==> config.mk <==
export PLATFORM = sky130hd
export DESIGN_NAME = ieee_operand_unpack_flat
export DESIGN_NICKNAME = d
export VERILOG_FILES = /design/src/rtl/ieee_operand_unpack_if.sv /design/src/rtl/ieee_operand_unpack.sv /design/src/flat_wrapper.sv
export SDC_FILE = /design/constraint.sdc
export NUM_CORES = 1
export LEC_CHECK = 0
export ABC_CLOCK_PERIOD_IN_PS = 4500
export BUFFER_PORTS_ARGS = -buffer_cell sky130_fd_sc_hd__buf_2
export CAP_MARGIN = 15
export CORE_UTILIZATION = 50
export DETAILED_ROUTE_END_ITERATION = 10
export PLACE_DENSITY = 0.74
export SYNTH_ARGS = -nofsm -noshare
export SYNTH_HDL_FRONTEND = slang
export SYNTH_SLANG_ARGS = --single-unit
==> constraint.sdc <==
create_clock -name clk -period 4.5 [get_ports clk]
set_input_delay 0.45 -clock clk [delete_from_list [all_inputs] [get_ports clk]]
set_output_delay 0.45 -clock clk [all_outputs]
set_load 0.02 [all_outputs]
==> src/rtl/ieee_operand_unpack_if.sv <==
// rtl/ieee_operand_unpack_if.sv - operand/result handshake bundle for the FP unpack stage
interface ieee_operand_unpack_if #(
    parameter int W     = 32,
    parameter int W_Exp = 8,
    parameter int W_Sgf = 23
);
    logic             in_valid_i;
    logic             in_ready_o;
    logic             op_i;
    logic [W-1:0]     Data_X_i;
    logic [W-1:0]     Data_Y_i;
    logic             out_valid_o;
    logic             out_ready_i;
    logic             sgn_M_o;
    logic             real_op_o;
    logic             x_gt_y_o;
    logic [W_Exp-1:0] exp_M_o;
    logic [W_Exp-1:0] exp_diff_o;
    logic [W_Sgf:0]   sgf_M_o;
    logic [W_Sgf:0]   sgf_m_o;
    logic             zero_o;
    logic             inf_o;
    logic             nan_o;

    modport slave (
        input  in_valid_i, op_i, Data_X_i, Data_Y_i, out_ready_i,
        output in_ready_o, out_valid_o, sgn_M_o, real_op_o, x_gt_y_o,
               exp_M_o, exp_diff_o, sgf_M_o, sgf_m_o, zero_o, inf_o, nan_o
    );

    modport master (
        output in_valid_i, op_i, Data_X_i, Data_Y_i, out_ready_i,
        input  in_ready_o, out_valid_o, sgn_M_o, real_op_o, x_gt_y_o,
               exp_M_o, exp_diff_o, sgf_M_o, sgf_m_o, zero_o, inf_o, nan_o
    );
endinterface

==> src/rtl/ieee_operand_unpack.sv <==
// rtl/ieee_operand_unpack.sv - two-stage IEEE-754 operand unpack, classify and magnitude order
module ieee_operand_unpack #(
    parameter int W     = 32,
    parameter int W_Exp = 8,
    parameter int W_Sgf = 23
) (
    input  logic clk,
    input  logic rst,
    ieee_operand_unpack_if.slave bus
);
    typedef struct packed {
        logic             sgn_big;
        logic             real_op;
        logic             x_gt_y;
        logic [W_Exp-1:0] exp_big;
        logic [W_Exp-1:0] exp_diff;
        logic [W_Sgf:0]   sgf_big;
        logic [W_Sgf:0]   sgf_small;
        logic             zero;
        logic             inf;
        logic             nan;
    } s2_t;

    logic         s1_valid_q, s1_valid_d;
    logic [W-1:0] s1_x_q, s1_x_d;
    logic [W-1:0] s1_y_q, s1_y_d;
    logic         s1_op_q, s1_op_d;
    logic         s2_valid_q, s2_valid_d;
    s2_t          s2_q, s2_d;
    s2_t          unpacked;

    logic s2_free, in_ready, in_fire, s2_load;

    logic             sgn_x, sgn_y, sgn_y_eff;
    logic [W_Exp-1:0] exp_x, exp_y;
    logic [W_Sgf-1:0] frac_x_raw, frac_y_raw, frac_x, frac_y;
    logic             den_x, den_y, max_x, max_y;
    logic             nan_x, nan_y, inf_x, inf_y;
    logic [W_Exp-1:0] exp_small;

    assign sgn_x      = s1_x_q[W-1];
    assign sgn_y      = s1_y_q[W-1];
    assign exp_x      = s1_x_q[W-2 -: W_Exp];
    assign exp_y      = s1_y_q[W-2 -: W_Exp];
    assign frac_x_raw = s1_x_q[W_Sgf-1:0];
    assign frac_y_raw = s1_y_q[W_Sgf-1:0];

    // Denormals are flushed: zero exponent kills both the fraction and the hidden bit.
    assign den_x  = (exp_x == '0);
    assign den_y  = (exp_y == '0);
    assign max_x  = &exp_x;
    assign max_y  = &exp_y;
    assign frac_x = den_x ? '0 : frac_x_raw;
    assign frac_y = den_y ? '0 : frac_y_raw;
    assign nan_x  = max_x && (frac_x_raw != '0);
    assign nan_y  = max_y && (frac_y_raw != '0);
    assign inf_x  = max_x && (frac_x_raw == '0);
    assign inf_y  = max_y && (frac_y_raw == '0);

    assign sgn_y_eff = sgn_y ^ s1_op_q;

    always_comb begin
        unpacked          = '0;
        unpacked.x_gt_y   = ({exp_x, frac_x} >= {exp_y, frac_y});
        unpacked.real_op  = sgn_x ^ sgn_y_eff;
        unpacked.sgn_big  = unpacked.x_gt_y ? sgn_x : sgn_y_eff;
        unpacked.exp_big  = unpacked.x_gt_y ? exp_x : exp_y;
        exp_small         = unpacked.x_gt_y ? exp_y : exp_x;
        unpacked.exp_diff = unpacked.exp_big - exp_small;
        unpacked.sgf_big  = unpacked.x_gt_y ? {!den_x, frac_x} : {!den_y, frac_y};
        unpacked.sgf_small = unpacked.x_gt_y ? {!den_y, frac_y} : {!den_x, frac_x};
        // Inf - Inf under an effective subtract has no defined magnitude.
        unpacked.nan      = nan_x | nan_y | (inf_x & inf_y & unpacked.real_op);
        unpacked.inf      = !unpacked.nan & (inf_x | inf_y);
        unpacked.zero     = den_x & den_y;
    end

    assign s2_free  = !s2_valid_q | bus.out_ready_i;
    assign in_ready = !s1_valid_q | s2_free;
    assign in_fire  = bus.in_valid_i & in_ready;
    assign s2_load  = s1_valid_q & s2_free;

    always_comb begin
        s1_valid_d = s1_valid_q;
        s1_x_d     = s1_x_q;
        s1_y_d     = s1_y_q;
        s1_op_d    = s1_op_q;
        if (in_fire) begin
            s1_valid_d = 1'b1;
            s1_x_d     = bus.Data_X_i;
            s1_y_d     = bus.Data_Y_i;
            s1_op_d    = bus.op_i;
        end else if (s2_load) begin
            s1_valid_d = 1'b0;
        end
    end

    always_comb begin
        s2_valid_d = s2_load | (s2_valid_q & !bus.out_ready_i);
        s2_d       = s2_load ? unpacked : s2_q;
    end

    always_ff @(posedge clk) begin
        if (!rst) begin
            s1_valid_q <= 1'b0;
            s1_x_q     <= '0;
            s1_y_q     <= '0;
            s1_op_q    <= 1'b0;
            s2_valid_q <= 1'b0;
            s2_q       <= '0;
        end else begin
            s1_valid_q <= s1_valid_d;
            s1_x_q     <= s1_x_d;
            s1_y_q     <= s1_y_d;
            s1_op_q    <= s1_op_d;
            s2_valid_q <= s2_valid_d;
            s2_q       <= s2_d;
        end
    end

    assign bus.in_ready_o  = in_ready;
    assign bus.out_valid_o = s2_valid_q;
    assign bus.sgn_M_o     = s2_q.sgn_big;
    assign bus.real_op_o   = s2_q.real_op;
    assign bus.x_gt_y_o    = s2_q.x_gt_y;
    assign bus.exp_M_o     = s2_q.exp_big;
    assign bus.exp_diff_o  = s2_q.exp_diff;
    assign bus.sgf_M_o     = s2_q.sgf_big;
    assign bus.sgf_m_o     = s2_q.sgf_small;
    assign bus.zero_o      = s2_q.zero;
    assign bus.inf_o       = s2_q.inf;
    assign bus.nan_o       = s2_q.nan;
endmodule

==> src/flat_wrapper.sv <==
// flat-port wrapper written by rule: the top's interface ports become plain ports
module ieee_operand_unpack_flat 
#(
    parameter int W     = 32,
    parameter int W_Exp = 8,
    parameter int W_Sgf = 23
)
  (clk, rst, bus_in_valid_i, bus_op_i, bus_Data_X_i, bus_Data_Y_i, bus_out_ready_i, bus_in_ready_o, bus_out_valid_o, bus_sgn_M_o, bus_real_op_o, bus_x_gt_y_o, bus_exp_M_o, bus_exp_diff_o, bus_sgf_M_o, bus_sgf_m_o, bus_zero_o, bus_inf_o, bus_nan_o);
  ieee_operand_unpack_if #(.W(W), .W_Exp(W_Exp), .W_Sgf(W_Sgf)) bus_i ();
  input  logic clk;
  input  logic rst;
  input wire logic [$bits(bus_i.in_valid_i)-1:0] bus_in_valid_i;
  input wire logic [$bits(bus_i.op_i)-1:0] bus_op_i;
  input wire logic [$bits(bus_i.Data_X_i)-1:0] bus_Data_X_i;
  input wire logic [$bits(bus_i.Data_Y_i)-1:0] bus_Data_Y_i;
  input wire logic [$bits(bus_i.out_ready_i)-1:0] bus_out_ready_i;
  output wire logic [$bits(bus_i.in_ready_o)-1:0] bus_in_ready_o;
  output wire logic [$bits(bus_i.out_valid_o)-1:0] bus_out_valid_o;
  output wire logic [$bits(bus_i.sgn_M_o)-1:0] bus_sgn_M_o;
  output wire logic [$bits(bus_i.real_op_o)-1:0] bus_real_op_o;
  output wire logic [$bits(bus_i.x_gt_y_o)-1:0] bus_x_gt_y_o;
  output wire logic [$bits(bus_i.exp_M_o)-1:0] bus_exp_M_o;
  output wire logic [$bits(bus_i.exp_diff_o)-1:0] bus_exp_diff_o;
  output wire logic [$bits(bus_i.sgf_M_o)-1:0] bus_sgf_M_o;
  output wire logic [$bits(bus_i.sgf_m_o)-1:0] bus_sgf_m_o;
  output wire logic [$bits(bus_i.zero_o)-1:0] bus_zero_o;
  output wire logic [$bits(bus_i.inf_o)-1:0] bus_inf_o;
  output wire logic [$bits(bus_i.nan_o)-1:0] bus_nan_o;
  assign bus_i.in_valid_i = bus_in_valid_i;
  assign bus_i.op_i = bus_op_i;
  assign bus_i.Data_X_i = bus_Data_X_i;
  assign bus_i.Data_Y_i = bus_Data_Y_i;
  assign bus_i.out_ready_i = bus_out_ready_i;
  assign bus_in_ready_o = bus_i.in_ready_o;
  assign bus_out_valid_o = bus_i.out_valid_o;
  assign bus_sgn_M_o = bus_i.sgn_M_o;
  assign bus_real_op_o = bus_i.real_op_o;
  assign bus_x_gt_y_o = bus_i.x_gt_y_o;
  assign bus_exp_M_o = bus_i.exp_M_o;
  assign bus_exp_diff_o = bus_i.exp_diff_o;
  assign bus_sgf_M_o = bus_i.sgf_M_o;
  assign bus_sgf_m_o = bus_i.sgf_m_o;
  assign bus_zero_o = bus_i.zero_o;
  assign bus_inf_o = bus_i.inf_o;
  assign bus_nan_o = bus_i.nan_o;
  ieee_operand_unpack #(.W(W), .W_Exp(W_Exp), .W_Sgf(W_Sgf)) u_core (.clk(clk), .rst(rst), .bus(bus_i));
endmodule
---- Word-level counts from Yosys, hierarchy flattened ----
Cells that the tools add are included.
word-level totals
  register bits ........................... 137
  output and inout port bits .............. 72
operators by class
  add/subtract/negate cells ............... 1
  $lt $le $gt $ge ......................... 1
  muxes and demuxes ....................... 9
  bitwise operators ....................... 15
  reduce and logical (&&, ||, !) cells .... 19
operators with widths
  kind                  count
  24-bit 2-to-1 mux     2
  23-bit zero test      2
  23-bit 2-to-1 mux     2
  23-bit nonzero test   2
  31-bit >= comparator  1
  8-bit zero test       2
  8-bit 2-to-1 mux      2
  8-bit AND reduction   2
  8-bit subtractor      1
  1-bit bitwise AND     7
  1-bit zero test       6
  1-bit bitwise OR      6
  1-bit logical AND     4
  1-bit 2-to-1 mux      3
  2-bit nonzero test    1
  1-bit XOR             2

---- Longest topological paths before layout ----
Gate-level depths: netlist of the first run.
  word-level depth ........................ 7
  gate-level depth with buffers ........... 16

---- Worst setup path after synthesis of the first run ----
Ideal clock, no wire load.
  path kind ............................... register -> register
  from .................................... register u_core.s1_x_q[27]
  to ...................................... register u_core.s2_q (netlist bit u_core.bus.exp_diff_o[4])
  library setup time ...................... 79 ps
  data arrival time ....................... 3387 ps
  setup slack ............................. 1034 ps
  cell stages (with the launch flop) ...... 15
  cell sequence ........................... dfxtp_1 > nor4_1 > nand2_1 > clkbuf_1 > and2_1 > ha_1 > a21oi_2 > nand2_1 > a221oi_2 > o31ai_2 > a21oi_4 > mux2_4 > or2_4 > a311o_1 > o211ai_1
between the ends
  cells in the longest elaborated chain, start to end .. 5
  elaborated cells between the ends (all ways) .. 6
  those cells by class .................... 1 x add/sub; 1 x order compare; 3 x mux; 1 x reduce/logical
ends and longest elaborated chain
  what                                        RTL line                                              RTL
  from (decl)                                 ieee_operand_unpack.sv:25                             logic [W-1:0] s1_x_q, s1_x_d;
  from (signal assigned)                      ieee_operand_unpack.sv:106                            s1_x_q <= '0;
  from (signal assigned)                      ieee_operand_unpack.sv:113                            s1_x_q <= s1_x_d;
  8-bit zero test                             ieee_operand_unpack.sv:49                             assign den_x = (exp_x == '0);
  23-bit 2-to-1 mux                           ieee_operand_unpack.sv:53                             assign frac_x = den_x ? '0 : frac_x_raw;
  31-bit >= comparator                        ieee_operand_unpack.sv:64                             unpacked.x_gt_y = ({exp_x, frac_x} >= {exp_y, frac_y});
  8-bit 2-to-1 mux, on equally long branches  ieee_operand_unpack.sv:67, ieee_operand_unpack.sv:68
  8-bit subtractor (*)                        ieee_operand_unpack.sv:69                             unpacked.exp_diff = unpacked.exp_big - exp_small;
  to (signal assigned)                        ieee_operand_unpack.sv:110                            s2_q <= '0;
  to (signal assigned)                        ieee_operand_unpack.sv:117                            s2_q <= s2_d;
  to (decl)                                   ieee_operand_unpack.sv:29                             s2_t s2_q, s2_d;
Every way passes the cells marked *; elsewhere a longest branch is shown, timed or not.
A chain may end at the register's enable or synchronous reset.

---- Final worst setup path of the first run ----
  from .................................... register u_core.s1_x_q[27]
  to ...................................... register u_core.s2_q (netlist bit u_core.bus.exp_diff_o[6])
The elaborated chain is that of the path after synthesis.

==> results of run 1 <==
## final timing paths
check,from,end,slack [ps],depth (start not counted)
worst max-delay path,u_core.s1_x_q[27],u_core.bus.exp_diff_o[6],480,15
worst min-delay path,bus_Data_X_i[4],u_core.s1_x_q[4],260,3
worst max register to register,u_core.s1_x_q[27],u_core.bus.exp_diff_o[6],480,15
worst min register to register,u_core.bus.exp_diff_o[2],u_core.bus.exp_diff_o[2],470,2
## logic make-up (layout without fill, tap and decap cells)
logic type / after synthesis / after routing / share of synthesized area, %
AO/OA/AOI/OAI: 186 / 186 / 18.3
XOR/XNOR: 3 / 3 / 0.388
adder cells (fa/ha/maj): 31 / 31 / 5.73
buffers and inverters: 75 / 192 / 4.43
flip-flops: 137 / 137 / 40.5
multiplexers: 15 / 15 / 2.29
AND/OR/NAND/NOR: 425 / 425 / 28.4
## state kept, by name (all words and copies together), names as in the netlist
register and count:
u_core.bus.real_op_o 1, u_core.s1_op_q 1, u_core.bus.inf_o 1, u_core.bus.zero_o 1, u_core.bus.sgf_m_o 24, u_core.s1_x_q 32, u_core.s1_y_q 32, u_core.bus.exp_M_o 8
u_core.bus.x_gt_y_o 1, u_core.bus.sgf_M_o 24, u_core.s1_valid_q 1, u_core.bus.nan_o 1, u_core.bus.exp_diff_o 8, u_core.bus.out_valid_o 1, u_core.bus.sgn_M_o 1
## layer usage
| layer | vias up | share of wire (%) | track usage (%) |
|---|---|---|---|
| met5 | - | 0 | 0 |
| met4 | 0 | 1.4 | 8.62 |
| met3 | 23 | 6.5 | 5.41 |
| met2 | 259 | 44 | 41.5 |
| met1 | 2995 | 48 | 39.7 |
| li1 | 3289 | - | - |
## report_power, final
group	switching [W]	leakage, nW	internal, W
clock	0.000486	0.246	0.000727
sequential	0.0000721	1.13	0.00129
combinational	0.000463	2.04	0.000264
## placed cells by master, fill, tap and decap left out, types with 7 or more instances in the layout
master	n
clkbuf_16	17
buf_4	11
ha_1	31
o211ai_1	7
dfxtp_1	137
buf_2	140
nor3_1	51
mux2i_1	14
a221oi_1	24
o21ai_0	7
a21oi_1	86
nor4_1	14
and2_1	24
nand3_1	19
nand4_1	8
nor2_1	101
a211oi_1	33
inv_1	11
nand2_1	179
## layout make-up
type	instances	area [um^2]	share of cell area, %
well taps	176	220	2.73
clock buffers	23	478	5.92
multi-input cells	660	3750	46.4
repair buffers	153	823	10.2
clock inverters	4	22.5	0.279
flip-flops and latches	137	2740	33.9
inverters	12	47.5	0.588
## metrics by stage
step                      total power [W]  cells
after floorplan                   0.00189    872
after global placement            0.00210   1137
after detailed placement          0.00211   1137
after CTS                         0.00332   1164
after global routing              0.00346   1165
final                             0.00331   1165
## worst max-delay path, cell delays in order (launching register included)
cell and delay (ps):
dfxtp_1 380, nor4_1 490, nand2_1 90, buf_4 240, and2_1 200, ha_1 330, a21oi_2 140, nand2_1 70
a221oi_2 280, o31ai_2 140, a21oi_4 470, buf_4 270, mux2i_1 130, or3_1 380, a211o_1 230, o311ai_1 60
==> impl_metrics.py, run 1 <==
metrics = {
    "floorplanning": {
        "die_y_um": 118,
        "die_area_um2": 14000,
        "die_w_um": 118,
        "rows": 42,
        "coreArea_um2": 13200,
        "start_util_pct": 51.1,
        "io_pins": 141,
    },
    "timing": {
        "tightest_slew_ps": 972,
        "fin_skew_ps": 7.20,
        "setup_ws_ps": 480,
        "max_clock_freq_ghz": 0.249,
        "finalSetupViolations": 0,
        "hold-worst-slack_ps": 260,
        "slew_headroom_pct": 35.2,
        "finalHoldViolCount": 0,
        "slew_violations": 0,
        "min_period_over_period_pct": 89.3,
        "rsz0062_at_grt": "false",
        "setup_tns_ps": 0,
        "min_period_ps": 4020,
    },
    "routing": {
        "drtIter0Drc": 517,
        "wl_um": 18600,
        "drt_drc_violations_left": 0,
        "antenna_left": 0,
        "first_pass_iters": 7,
        "via_per_inst": 5.64,
        "wl_per_cell_um": 16.0,
        "routed-via-count": 6566,
    },
    "synth": {
        "yosys_warnings": 0,
        "synthArstFlopShare_pct": 0,
        "synth.avg_cell_area_um2": 7.77,
        "syn_nets": 972,
        "synth_area_leaders": "dfxtp_1, nand2_1, a21oi_1",
        "netlist_instances": 872,
        "syn_area_um2": 6770,
        "synth_most_common_cell": "nand2_1",
        "synth.distinct_cells": 58,
        "yosys-top-cells-count": "nand2_1, dfxtp_1, nor2_1",
        "synth_edf_count": 0,
        "synth-seq-cells": 137,
        "ys_seq_area_share_pct": 40.5,
        "synth-main-ff-cell": "dfxtp_1",
        "synth_largest_area_cell": "dfxtp_1",
        "synth_top_area_share_pct": 40.5,
    },
    "global_routing": {
        "grt_overflow": 0,
        "antenna_found_initial": 0,
        "grt_max_degree": 98,
        "grt_first_pass_wirelength_um": 30600,
        "grt_pass1_vias": 5975,
        "groute.usage.overall_pct": 27.6,
    },
    "power_and_ir_drop": {
        "peakVddDrop_v": 0.000290,
        "p_leak_nw": 3.41,
        "powerDensity_nw_per_um2": 409,
    },
    "clock_tree": {
        "worstSkewPairLatency_ps": 430,
        "clockBufferDepth": 2,
        "cts-root-buf": "clkbuf_16",
        "cts_resized": 0,
        "cts.sinks": 137,
        "post-cts-setup-buffers": 0,
        "cts_buffers": 17,
        "htreeDepth": 4,
        "cts_tree": "built",
        "cts.clk_slew.worst_paths_ps": 50,
        "postCtsHoldBufs": 0,
    },
    "place": {
        "post-place-ws_ps": 552,
        "dp_hpwl_um": 13000,
        "gp_congestion": 0.933,
        "place_area_um2": 7560,
        "portBuffers": 140,
    },
    "worst_setup_path": {
        "path_class": "reg2reg",
        "startpoint_type": "flop",
        "endpoint_kind": "flop",
        "arrival_ps": 4350,
        "required_ps": 4830,
        "crit_path_max_fanout": 26,
    },
    "cells_and_area": {
        "postLayoutCoreUtil_pct": 61.0,
        "syn2layout_area_growth_pct": 19.3,
        "nets": 1081,
        "stdcell_area_um2": 8080,
        "insertedDiodeCount": 0,
        "fillCellCount": 1243,
        "layout-drive-gt1-share_pct": 20.2,
    },
    "worst_hold_path": {
        "hold_path_class": "in2reg",
    },
    "status": {
        "run_status": "finished clean",
    },
    "run": {
        "max-cap-violations": 0,
    },
}
Note: power is estimated with default switching activity, not from simulation.
==> inputs of run 2 (changes only) <==
--- a/config.mk
+++ b/config.mk
@@ -5,7 +5,8 @@
 export SDC_FILE = /design/constraint.sdc
 export NUM_CORES = 1
 export LEC_CHECK = 0
-export ABC_CLOCK_PERIOD_IN_PS = 4500
+export ABC_AREA = 1
+export ABC_CLOCK_PERIOD_IN_PS = 5000
 export BUFFER_PORTS_ARGS = -buffer_cell sky130_fd_sc_hd__buf_2
 export CAP_MARGIN = 15
 export CORE_UTILIZATION = 50
@@ -14,3 +15,4 @@
 export SYNTH_ARGS = -nofsm -noshare
 export SYNTH_HDL_FRONTEND = slang
 export SYNTH_SLANG_ARGS = --single-unit
+export TNS_END_PERCENT = 50
==> constraint.sdc (replaced) <==
create_clock -name clk -period 5 [get_ports clk]
set_input_delay 0.5 -clock clk [delete_from_list [all_inputs] [get_ports clk]]
set_output_delay 0.5 -clock clk [all_outputs]
set_load 0.02 [all_outputs]
==> impl_metrics.py, run 2 <==
metrics = {
    "cells_and_area": {
        "layout-drive-gt1-share_pct": 20.2,
        "layout_commonest_cell": "nand2_1",
        "mostFrequentLayoutCells": "nand2_1, buf_2, dfxtp_1",
        "fillCellCount": 1255,
        "largestRegisters": "u_core.s1_x_q (32), u_core.s1_y_q (32)",
        "fin_cells": 1260,
        "nets": 1171,
        "stdcell_area_um2": 8310,
        "syn2layout_area_growth_pct": 19.3,
        "insertedDiodeCount": 0,
    },
    "worst_setup_path": {
        "cp_slowest_cell": "clkinv_1",
        "cpMostUsedCell": "nand2_1",
        "path_delay_family": "buffers and inverters",
        "crit_path_max_fanout": 45,
        "path_class": "reg2reg",
        "required_ps": 5320,
        "crit_buf_inv": 5,
        "crit_chain": "nor4_1 > nand2_1 > clkinv_1 > nor2_1 > ha_1 > nand2_1 > inv_1 > a21oi_1 > nand2_1 > nand2_1 > nand2_1 > nand2_2 > nand2_8 > inv_4 > nor2_2 > inv_2 > o221ai_1 > o211ai_1 > inv_1",
        "arrival_ps": 4590,
        "endpoint_kind": "flop",
        "startpoint_type": "flop",
        "slowest_delay_ps": 610,
    },
    "routing": {
        "wl_per_cell_um": 15.5,
        "antenna_left": 0,
        "drtIter0Drc": 440,
        "drt_drc_violations_left": 0,
        "via_per_inst": 5.50,
        "first_pass_iters": 5,
        "routed-via-count": 6933,
        "wl_um": 19500,
    },
    "synth": {
        "synthArstFlopShare_pct": 0,
        "syn_nets": 1062,
        "ys_seq_area_share_pct": 39.4,
        "synth_top_area_share_pct": 39.4,
        "yosys_warnings": 0,
        "synth-main-ff-cell": "dfxtp_1",
        "netlist_instances": 962,
        "synth_most_common_cell": "nand2_1",
        "synth_edf_count": 0,
        "syn_area_um2": 6970,
        "synth.distinct_cells": 36,
        "yosys-top-cells-count": "nand2_1, dfxtp_1, nor2_1",
        "synth_area_leaders": "dfxtp_1, nand2_1, o21ai_0",
        "synth-seq-cells": 137,
        "synth_largest_area_cell": "dfxtp_1",
        "synth.avg_cell_area_um2": 7.24,
    },
    "clock_tree": {
        "clockBufferDepth": 2,
        "cts.sinks": 137,
        "cts-root-buf": "clkbuf_16",
        "cts_resized": 0,
        "worstSkewPairLatency_ps": 430,
        "cts.clk_slew.worst_paths_ps": 60,
        "htreeDepth": 4,
        "post-cts-setup-buffers": 0,
        "cts_tree": "built",
        "postCtsHoldBufs": 0,
        "cts_buffers": 17,
    },
    "floorplanning": {
        "die_area_um2": 14400,
        "coreArea_um2": 13400,
        "die_w_um": 120,
        "rows": 42,
        "die_y_um": 120,
        "start_util_pct": 52.0,
        "io_pins": 141,
    },
    "place": {
        "gp_congestion": 0.908,
        "dp_hpwl_um": 13700,
        "dp_cells": 1228,
        "place_area_um2": 7690,
        "portBuffers": 140,
    },
    "worst_hold_path": {
        "hold_path_class": "in2reg",
    },
    "global_routing": {
        "antenna_found_initial": 0,
        "grt_pass1_vias": 6424,
        "grt_first_pass_wirelength_um": 32000,
        "grt_overflow": 0,
        "groute.usage.overall_pct": 28.3,
        "grt_max_degree": 69,
    },
    "power_and_ir_drop": {
        "peakVddDrop_v": 0.000287,
        "p_leak_nw": 3.95,
        "power.total_w": 0.00330,
        "powerDensity_nw_per_um2": 397,
    },
    "status": {
        "run_status": "finished clean",
    },
    "timing": {
        "setup_tns_ps": 0,
        "finalSetupViolations": 0,
        "slew_headroom_pct": 33.1,
        "max_clock_freq_ghz": 0.234,
        "finalHoldViolCount": 0,
        "slew_violations": 0,
        "min_period_ps": 4270,
        "min_period_over_period_pct": 85.4,
        "rsz0062_at_grt": "false",
        "tightest_slew_ps": 1000,
        "fin_skew_ps": 8.11,
    },
    "run": {
        "max-cap-violations": 0,
    },
}
==> run 2: changes by cell type after synthesis, moves of 13 or more <==
cell      delta
a211oi_1    -33
a21oi_1     -24
a221oi_1    -23
a31oi_1     +28
and2_1      -25
inv_1       +90
mux2i_1     -14
nor2_1      +20
nor3_1      -51
o211ai_1    +19
o21ai_0     +94
o221ai_2    +13
==> run 2: cell families after synthesis <==
group / after synthesis / synth area share [%]
adders and majority gates: 31 / 5.57
and+or+nand+nor: 376 / 23.0
xor gates and xnor gates: 5 / 0.629
AOI/OAI and AO/OA: 249 / 22.0
buffers and inverters: 164 / 9.43
DFF: 137 / 39.4
==> run 2: stage by stage <==
| stage | utilization, % | hold slack [ps] | worst slack (ps) |
|---|---|---|---|
| final | 62.0 | 319 | 730 |
| after global placement | 57.4 | 454 | 856 |
| after CTS | 62.0 | 306 | 783 |
| after global routing | 62.0 | 330 | 349 |
| after floorplan | - | 444 | 2090 |
| after detailed placement | 57.4 | 458 | 790 |
==> run 2: cell type report <==
class                           count  area, um^2  share of cell area [%]
Clock inverter                     14         196                    2.36
Multi-Input combinational cell    661        3570                    42.9
Inverter                          108         409                    4.92
Sequential cell                   137        2740                    33.0
Clock buffer                       18         429                    5.16
Tap cell                          176         220                    2.65
Timing Repair Buffer              146         746                    8.97
==> run 2: where the power goes <==
group	leakage, nW	internal, W	switching, W
logic	2.52	0.000228	0.000497
clock network	0.297	0.000838	0.000503
registers	1.13	0.00118	0.0000599
total	3.95	0.00224	0.00106
==> run 2: final timing paths <==
path,from,to,slack [ps],cells after the start
worst max-delay path,u_core.s1_x_q[25],u_core.bus.sgf_M_o[10],730,19
worst min-delay path,bus_Data_Y_i[3],u_core.s1_y_q[3],320,3
worst max register to register,u_core.s1_x_q[25],u_core.bus.sgf_M_o[10],730,19
worst min register to register,u_core.bus.exp_M_o[7],u_core.bus.exp_M_o[7],470,2
==> run 2: worst register-to-register path, stage by stage, from the launching register on <==
cell      delay (ps)
dfxtp_1          450
nor4_1           100
nand2_1          100
clkinv_1         610
nor2_1           400
ha_1             300
nand2_1          130
inv_1             50
a21oi_1          130
nand2_1           70
nand2_1           50
nand2_1           80
nand2_2          180
nand2_8          250
inv_4            340
nor2_2            60
inv_2            450
o221ai_1         230
o211ai_1         130
inv_1             60
==> run 2: per-layer routing <==
layer | part of all wire [%] | global-route usage, % | routed length [um] | vias up
met5 | 0 | 0 | 0 | -
li1 | - | - | - | 3449
met2 | 47 | 45.6 | 9130 | 219
met4 | 1.6 | 8.67 | 309 | 0
met1 | 46 | 37.6 | 8950 | 3241
met3 | 5.7 | 6.27 | 1110 | 24
